## src/rtl/phase_tx_pkg.sv

```systemverilog
// Shared types and constants for the NRZ phase-stream transmitter.
package phase_tx_pkg;

    typedef enum logic [2:0] {
        ST_IDLE,
        ST_PREAMBLE,
        ST_SFD,
        ST_DATA,
        ST_GUARD
    } tx_state_t;

    localparam logic [5:0] MIN_NB_P    = 6'd2;
    localparam logic [7:0] SFD_DEFAULT = 8'hA7;

    // A bit period below two cycles would leave no room between strobes.
    function automatic logic [5:0] clamp_nb(input logic [5:0] nb);
        return (nb < MIN_NB_P) ? MIN_NB_P : nb;
    endfunction

endpackage

```

## src/rtl/tx_bit_timer.sv

```systemverilog
// Bit-period down-counter: tick marks the last cycle of a bit, strobe the first cycle of the next.
module tx_bit_timer (
    input  logic       clk,
    input  logic       rst,
    input  logic       run,
    input  logic       stop,
    input  logic [5:0] nb,
    output logic       tick,
    output logic       strobe
);

    logic [5:0] cnt;

    assign tick = run && (cnt == 6'd0);

    always_ff @(posedge clk) begin
        if (rst) begin
            cnt    <= 6'd0;
            strobe <= 1'b0;
        end else if (!run) begin
            cnt    <= 6'd0;
            strobe <= 1'b0;
        end else begin
            // No strobe on the edge that ends the frame: no new bit follows it.
            strobe <= tick && !stop;
            cnt    <= tick ? 6'(nb - 6'd1) : 6'(cnt - 6'd1);
        end
    end

endmodule

```

## src/rtl/phase_transmitter.sv

```systemverilog
// Frames a byte stream as preamble + SFD + payload + guard and sends it NRZ, LSB first.
//   state    | meaning
//   IDLE     | line low, waiting for a held byte
//   PREAMBLE | alternating 1,0,... bits
//   SFD      | delimiter byte; first payload byte loaded on its last bit
//   DATA     | payload bytes back-to-back from the shift register
//   GUARD    | one low bit period, then done
module phase_transmitter
    import phase_tx_pkg::*;
#(
    parameter int unsigned PREAMBLE_BITS = 32,
    parameter logic [7:0]  SFD           = SFD_DEFAULT
) (
    input  logic       i_clk,
    input  logic       i_rst,
    input  logic [5:0] i_nb_P,
    input  logic [7:0] i_data,
    input  logic       i_valid,
    input  logic       i_last,
    output logic       o_ready,
    output logic       o_phase,
    output logic       o_bit_strobe,
    output logic       o_busy,
    output logic       o_done,
    output logic       o_underrun
);

    localparam logic [7:0] PRE_LEN = 8'(PREAMBLE_BITS);

    tx_state_t  state, state_nxt;
    logic       hold_valid, hold_last;
    logic [7:0] hold_data;
    logic [7:0] shift_q, shift_nxt;
    logic       cur_last, cur_last_nxt;
    logic       frame_end, frame_end_nxt;
    logic       urun_pend, urun_nxt;
    logic [7:0] pre_cnt, pre_nxt;
    logic [2:0] bit_idx, idx_nxt;
    logic       phase_q, phase_nxt;
    logic [5:0] nb_q;
    logic       move, latch_nb, stop, done, underrun;
    logic       tick;

    tx_bit_timer u_timer (
        .clk    (i_clk),
        .rst    (i_rst),
        .run    (state != ST_IDLE),
        .stop   (stop),
        .nb     (nb_q),
        .tick   (tick),
        .strobe (o_bit_strobe)
    );

    always_comb begin
        state_nxt     = state;
        phase_nxt     = phase_q;
        pre_nxt       = pre_cnt;
        idx_nxt       = bit_idx;
        shift_nxt     = shift_q;
        cur_last_nxt  = cur_last;
        frame_end_nxt = frame_end;
        urun_nxt      = urun_pend;
        move          = 1'b0;
        latch_nb      = 1'b0;
        stop          = 1'b0;
        done          = 1'b0;
        underrun      = 1'b0;
        // Every decision below happens on tick: the edge where the next bit goes out.
        case (state)
            ST_IDLE: begin
                if (hold_valid) begin
                    state_nxt = ST_PREAMBLE;
                    latch_nb  = 1'b1;
                    pre_nxt   = 8'd0;
                    idx_nxt   = 3'd0;
                end
            end
            ST_PREAMBLE: begin
                if (tick) begin
                    if (pre_cnt == PRE_LEN) begin
                        state_nxt = ST_SFD;
                        phase_nxt = SFD[0];
                        idx_nxt   = 3'd0;
                    end else begin
                        phase_nxt = ~pre_cnt[0];
                        pre_nxt   = 8'(pre_cnt + 8'd1);
                    end
                end
            end
            ST_SFD: begin
                if (tick) begin
                    if (bit_idx == 3'd7) begin
                        state_nxt = ST_DATA;
                        phase_nxt = shift_q[0];
                        shift_nxt = {1'b0, shift_q[7:1]};
                        idx_nxt   = 3'd0;
                    end else begin
                        phase_nxt = SFD[3'(bit_idx + 3'd1)];
                        idx_nxt   = 3'(bit_idx + 3'd1);
                        move      = (bit_idx == 3'd6);
                    end
                end
            end
            ST_DATA: begin
                if (tick) begin
                    if (bit_idx == 3'd7) begin
                        if (frame_end) begin
                            state_nxt = ST_GUARD;
                            phase_nxt = 1'b0;
                        end else if (urun_pend) begin
                            state_nxt = ST_IDLE;
                            phase_nxt = 1'b0;
                            stop      = 1'b1;
                            underrun  = 1'b1;
                        end else begin
                            phase_nxt = shift_q[0];
                            shift_nxt = {1'b0, shift_q[7:1]};
                            idx_nxt   = 3'd0;
                        end
                    end else begin
                        phase_nxt = shift_q[0];
                        shift_nxt = {1'b0, shift_q[7:1]};
                        idx_nxt   = 3'(bit_idx + 3'd1);
                        if (bit_idx == 3'd6) begin
                            frame_end_nxt = cur_last;
                            urun_nxt      = !cur_last && !hold_valid;
                            move          = !cur_last && hold_valid;
                        end
                    end
                end
            end
            ST_GUARD: begin
                if (tick) begin
                    state_nxt = ST_IDLE;
                    phase_nxt = 1'b0;
                    stop      = 1'b1;
                    done      = 1'b1;
                end
            end
            default: state_nxt = ST_IDLE;
        endcase
        // Loading overrides the shift: bit 7 has already been taken from shift_q[0].
        if (move) begin
            shift_nxt    = hold_data;
            cur_last_nxt = hold_last;
        end
    end

    always_ff @(posedge i_clk) begin
        if (i_rst) begin
            state     <= ST_IDLE;
            phase_q   <= 1'b0;
            pre_cnt   <= 8'd0;
            bit_idx   <= 3'd0;
            shift_q   <= 8'd0;
            cur_last  <= 1'b0;
            frame_end <= 1'b0;
            urun_pend <= 1'b0;
            nb_q      <= 6'd0;
        end else begin
            state     <= state_nxt;
            phase_q   <= phase_nxt;
            pre_cnt   <= pre_nxt;
            bit_idx   <= idx_nxt;
            shift_q   <= shift_nxt;
            cur_last  <= cur_last_nxt;
            frame_end <= frame_end_nxt;
            urun_pend <= urun_nxt;
            if (latch_nb) nb_q <= clamp_nb(i_nb_P);
        end
    end

    always_ff @(posedge i_clk) begin
        if (i_rst) begin
            hold_valid <= 1'b0;
            hold_data  <= 8'd0;
            hold_last  <= 1'b0;
        end else if (i_valid && o_ready) begin
            hold_valid <= 1'b1;
            hold_data  <= i_data;
            hold_last  <= i_last;
        end else if (move) begin
            hold_valid <= 1'b0;
        end
    end

    assign o_ready    = !hold_valid;
    assign o_phase    = phase_q;
    assign o_busy     = (state != ST_IDLE);
    assign o_done     = done;
    assign o_underrun = underrun;

endmodule

```

## config.mk

```make
export PLATFORM = sky130hd
export DESIGN_NAME = phase_transmitter
export DESIGN_NICKNAME = d
export VERILOG_FILES = /design/src/rtl/phase_tx_pkg.sv /design/src/rtl/tx_bit_timer.sv /design/src/rtl/phase_transmitter.sv
export SDC_FILE = /design/constraint.sdc
export NUM_CORES = 1
export LEC_CHECK = 0
export CAP_MARGIN = 20
export CORE_MARGIN = 5
export CORE_UTILIZATION = 50
export DETAILED_ROUTE_END_ITERATION = 12
export PLACE_DENSITY = 0.71
export SETUP_SLACK_MARGIN = 0.4
export SLEW_MARGIN = 20
export SYNTH_ARGS = -nofsm -noshare
export SYNTH_HDL_FRONTEND = slang
export SYNTH_SLANG_ARGS = --single-unit
```

## constraint.sdc

```tcl
create_clock -name i_clk -period 5.15 [get_ports i_clk]
set_clock_uncertainty 0.1 [all_clocks]
set_input_delay 1.03 -clock i_clk [delete_from_list [all_inputs] [get_ports i_clk]]
set_output_delay 1.03 -clock i_clk [all_outputs]
set_load 0.01 [all_outputs]
```

# Word-level counts from Yosys, hierarchy flattened
# Memories as Yosys holds them, arrays and structs flattened.
# Cells that the tools add are included.
# word_totals
mem_count	1
output_inout_bits	6
inputBits	18
regBits	49
wordCells	135
mem_bits_ro	8
# op_classes
n_addsub	4
reduce_logical	23
mux	64
n_eq_ne	24
bitwise	3
magnitude_cmp	2
# mem_list
name	depth	width	read_ports	rd_ports_with_merged_regs	write_ports	line	text
(name not given)	8	1	1	0	0	phase_transmitter.sv:98	phase_nxt = SFD[3'(bit_idx + 3'd1)];
# op_table
op	n
2-to-1 mux 8 bit	10
2-to-1 mux 3 bit	19
case mux 8 bit (2 select lines)	2
2-to-1 mux 1 bit	26
case mux 3 bit (5 select lines)	1
2-to-1 mux 6 bit	2
inequality test 3 bit, second input constant	4
case mux 3 bit (4 select lines)	1
subtractor 6 x 1 -> 6 bit, second input constant	2
inequality test 2 bit, second input constant	5
== test 3 bit, second input constant	3
AND reduction 9 bit	1
adder 8 x 1 -> 8 bit, second input constant	1
== test 8 x 6 -> 1 bit, second input constant	1
inequality test 2 x 1 -> 1 bit, second input constant	4
inequality test 4 bit, second input constant	2
AND reduction 4 bit	2
AND reduction 8 bit	1
nonzero test 4 bit	2
== test 3 x 2 -> 1 bit, second input constant	2
logical NOT 6 bit	1
< comparator 6 x 2 -> 1 bit, second input constant	1
inequality test 3 x 2 -> 1 bit, second input constant	2
AND reduction 6 bit	1
13 further kinds	24

# Depth between registers and ports, before layout
# logic_depth
ltp_word	8
ltp_mapped	9

# Hierarchy
# Synthesis repeated with hierarchy kept, for this count alone.
# hier_totals
hier_cells	287
hier_area_um2	2454.9
# modules_own_cells
mod	cells_per_inst	area_each_um2	seq_area_each_um2	instances
phase_transmitter	242	2080.7	840.8	1
tx_bit_timer	45	374.1	140.1	1

# Worst setup path after synthesis
# Ideal clock, no wire load.
# synth_path
kind	register to output
start	register u_timer.cnt[0]
end	output port o_underrun
stages_incl_launch_ff	5
slack_ns	2.489
t_arrival_ns	1.531
t_required_ns	4.020
path_cell_list	dfxtp_1 -> or4_4 -> buf_6 -> nor3_1 -> and2_1
# synth_between
elab_chain_len	4
# synth_rtl
element	line	text
from (decl)	tx_bit_timer.sv:12	logic [5:0] cnt;
from (signal assigned)	tx_bit_timer.sv:26	cnt <= tick ? 6'(nb - 6'd1) : 6'(cnt - 6'd1);
logical NOT 6 bit	tx_bit_timer.sv:14	assign tick = run && (cnt == 6'd0);
logical AND 1 bit	tx_bit_timer.sv:14	
2-to-1 mux 1 bit	phase_transmitter.sv:105	if (tick) begin
2-to-1 mux 1 bit	phase_transmitter.sv:69	case (state)
to (decl)	phase_transmitter.sv:25	output logic o_underrun
# No other way between the ends.

# Final worst setup path
# layout_path
start	register state[0]
end	output port o_underrun
# layout_between
elab_chain_len	4
# layout_rtl
element	line	text
from (decl)	phase_transmitter.sv:30	tx_state_t state, state_nxt;
from (signal assigned)	phase_transmitter.sv:161	state <= state_nxt;
nonzero test 3 bit	phase_transmitter.sv:47	.run (state != ST_IDLE),
logical AND 1 bit	tx_bit_timer.sv:14	
2-to-1 mux 1 bit	phase_transmitter.sv:105	
2-to-1 mux 1 bit (*)	phase_transmitter.sv:69	
# Every way passes the cells marked *; elsewhere a longest branch is shown, timed or not.

==> flow_summary.yaml <==
outcome:
  status: "complete, no violations"
worst_setup_path:
  crit_path_start: "state[0]"
  max_stage_delay_ns: 0.91
  cpMaxStageDelayCell: "dfxtp_1"
  crit_arrival_ns: 2.64
  criticalPathCategory: "flip-flop to primary output"
  crit_family: "flip-flops"
  critPathMaxFanout: 31
  r2r_cells: 8
  path_buf_inv: 1
  reg2reg_to: "u_timer.cnt[4]"
  cpMostUsedCell: "nor3_1"
  crit_required_ns: 4.02
  crit_chain: "nor3_1 -> nor3_1 -> and2_1 -> clkdlybuf4s50_1"
  rrSetupSlack_ns: 2.07
  r2r-start: "state[0]"
  critPathCaptureType: "primary output"
  startpoint_type: "flip-flop"
clock_tree:
  cts_tree: "yes"
  h-tree-depth: 2
  root_buffer: "clkbuf_8"
  hold_buffers: 0
  cts_buffers: 5
  post_cts_buffers: 0
  cts.sink_count: 49
  clockBufferDepth: 2
  cts_resized: 0
  clk_latency_ns: 0.30
  clk_pin_slew_ns: 0.10
global_route:
  grt_max_degree: 44
  grt_usage_pct: 19.2
  grt_pass1_wl_mm: 10.2
  antenna_found_initial: 0
  overflow: 0
  grt_pass1_vias: 2135
timing:
  max_freq_mhz: 265
  post-route-period-util_pct: 73.2
  finalSetupTns_ns: 0
  worst_pin_slew_ns: 0.898
  rsz0062_at_grt: "no"
  slew_headroom_pct: 39.7
  finalSetupViolations: 0
  hold_viol: 0
  timing.final.crit_period_ns: 3.77
  slew_viol_final: 0
  fin_hold_ws_ns: 0.360
floorplan:
  die_h_um: 82.5
  core-area_um2: 5110
  dieArea_um2: 6800
  die_w_um: 82.5
  placementRows: 26
  initial_core_util_pct: 51.4
  num_io_pins: 24
synthesis:
  synth_area_per_cell_um2: 8.10
  synthesis.nets: 348
  yosysWarnings: 0
  synth-seq-cells: 49
  async_flop_share_pct: 0
  synthFlopType: "dfxtp_1"
  netlist_instances: 324
  synthesis.area_um2: 2630
  seq_area_frac_synth_pct: 37.4
  synth_edf_count: 0
  synthDistinctLibCells: 58
final_layout:
  drive_above_1_share_pct: 8.58
  nNetsFinal: 361
  final_common_cell: "dfxtp_1"
  area_growth_pct: 14.1
  num_antenna_cells: 0
  layout_common_cells: "49 x dfxtp_1, 41 x nand2_1, 25 x inv_1"
  layout.cells.non_filler: 408
power:
  ir_worst_vdd_v: 0.000347
  p_total_uw: 1200
  power.static_leakage_uw: 0.00100
  power_density_nw_per_um2: 402
route:
  viasPerCell: 5.96
  totalWireLength_mm: 5.98
  via_count: 2431
  drc: 0
  wl_per_cell_um: 14.7
  first_iter_violations: 149
  drt_pass1_iterations: 4
  ant_nets: 0
placement:
  place_inst: 400
  dp_hpwl_mm: 4.25
  io_buffer_count: 23
  gp_congestion: 0.878
run:
  drv_cap: 0
worst_hold_path:
  whs_path_depth: 2
  hp-start: "hold_data[3]"
  holdPathEnd: "hold_data[3]"
  worstHoldPathType: "flip-flop to flip-flop"
## where the power goes
group,internal (µW),switching (µW),total (µW),leakage [µW]
Clock,148,136,284,0.0000591
Sequential,418,59.1,478,0.000398
Combinational,182,259,442,0.000545
## kinds of logic after synthesis
family                     share of synthesized area (%)
xor gates and xnor gates                           0.667
adders and majority gates                           2.86
buffers and inverters                               6.58
muxes                                               2.62
AOI/OAI and AO/OA                                   24.6
DFF                                                 37.4
and+or+nand+nor                                     25.3
## layer usage
| layer | wire (µm) | track usage (%) | vias up |
|---|---|---|---|
| met1 | 2840 | 26.3 | 1151 |
| met5 | 0 | 0 | - |
| met2 | 2780 | 30.5 | 58 |
| li1 | - | - | 1220 |
| met4 | 33 | 4.32 | 0 |
| met3 | 332 | 4.45 | 2 |
## area by class of cell
class,instances,area (µm²)
Clock inverter,3,47.5
Multi-Input combinational cell,231,1470
Sequential cell,49,981
Fill cell,494,2110
Tap cell,70,87.6
Timing Repair Buffer,25,245
Inverter,25,93.8
Clock buffer,5,68.8
## metrics by stage
step | setup WS, ns | instance area [µm²] | util (%)
3_5_place_dp | 1.74 | 2880 | 56.4
3_3_place_gp | 1.79 | 2880 | 56.4
4_1_cts | 1.41 | 3000 | 58.6
5_1_grt | 1.15 | 3000 | 58.6
2_1_floorplan | 2.49 | 2630 | -
6_report | 1.38 | 3000 | 58.6
## worst max-delay path by stage
stage | end | slack, ns | cells after the start
finish | o_underrun | 1.38 | 4
global route | o_underrun | 1.15 | 4
CTS | o_underrun | 1.41 | 4
detailed placement | o_underrun | 1.74 | 4
global placement | o_underrun | 1.79 | 4
floorplan | o_underrun | 2.49 | 4
## sequential cells by signal, indices dropped and copies added, names as in the netlist
| signal | flops |
|---|---|
| bit_idx | 3 |
| cur_last | 1 |
| frame_end | 1 |
| hold_data | 8 |
| hold_last | 1 |
| hold_valid | 1 |
| nb_q | 6 |
| o_phase | 1 |
| pre_cnt | 8 |
| shift_q | 8 |
| state | 3 |
| u_timer.cnt | 6 |
| u_timer.strobe | 1 |
| urun_pend | 1 |
## worst reg2reg max path, cell delays in order, from the launching register on
cell and delay, ns:
dfxtp_1 0.61, nor3_1 0.52, nor3_1 0.20, a21oi_1 0.21, ha_1 0.20, or3b_2 0.48, o31ai_1 0.20, a2111oi_0 0.12
or3_1 0.35
## synth_stat cells, drive strengths merged (3+ instances only)
cell type	number	area, µm²
dfxtp	49	981
and2	3	18.8
ha	6	75.1
clkbuf	16	60.1
nor4	4	31.3
inv	25	93.8
o32ai	9	78.8
buf	3	18.8
mux2	4	48.8
or4b	3	30.0
nand2b	7	43.8
o41ai	3	26.3
o31ai	7	52.6
nand3	8	40.0
a21oi	25	129
nor2	15	56.3
nand4	5	31.3
a211oi	9	67.6
or3	11	78.8
or4	4	37.5
a31oi	9	56.3
nor3	12	60.1
nand2	41	154
o21ai	9	45.0
(Power assumes the default switching activity.)
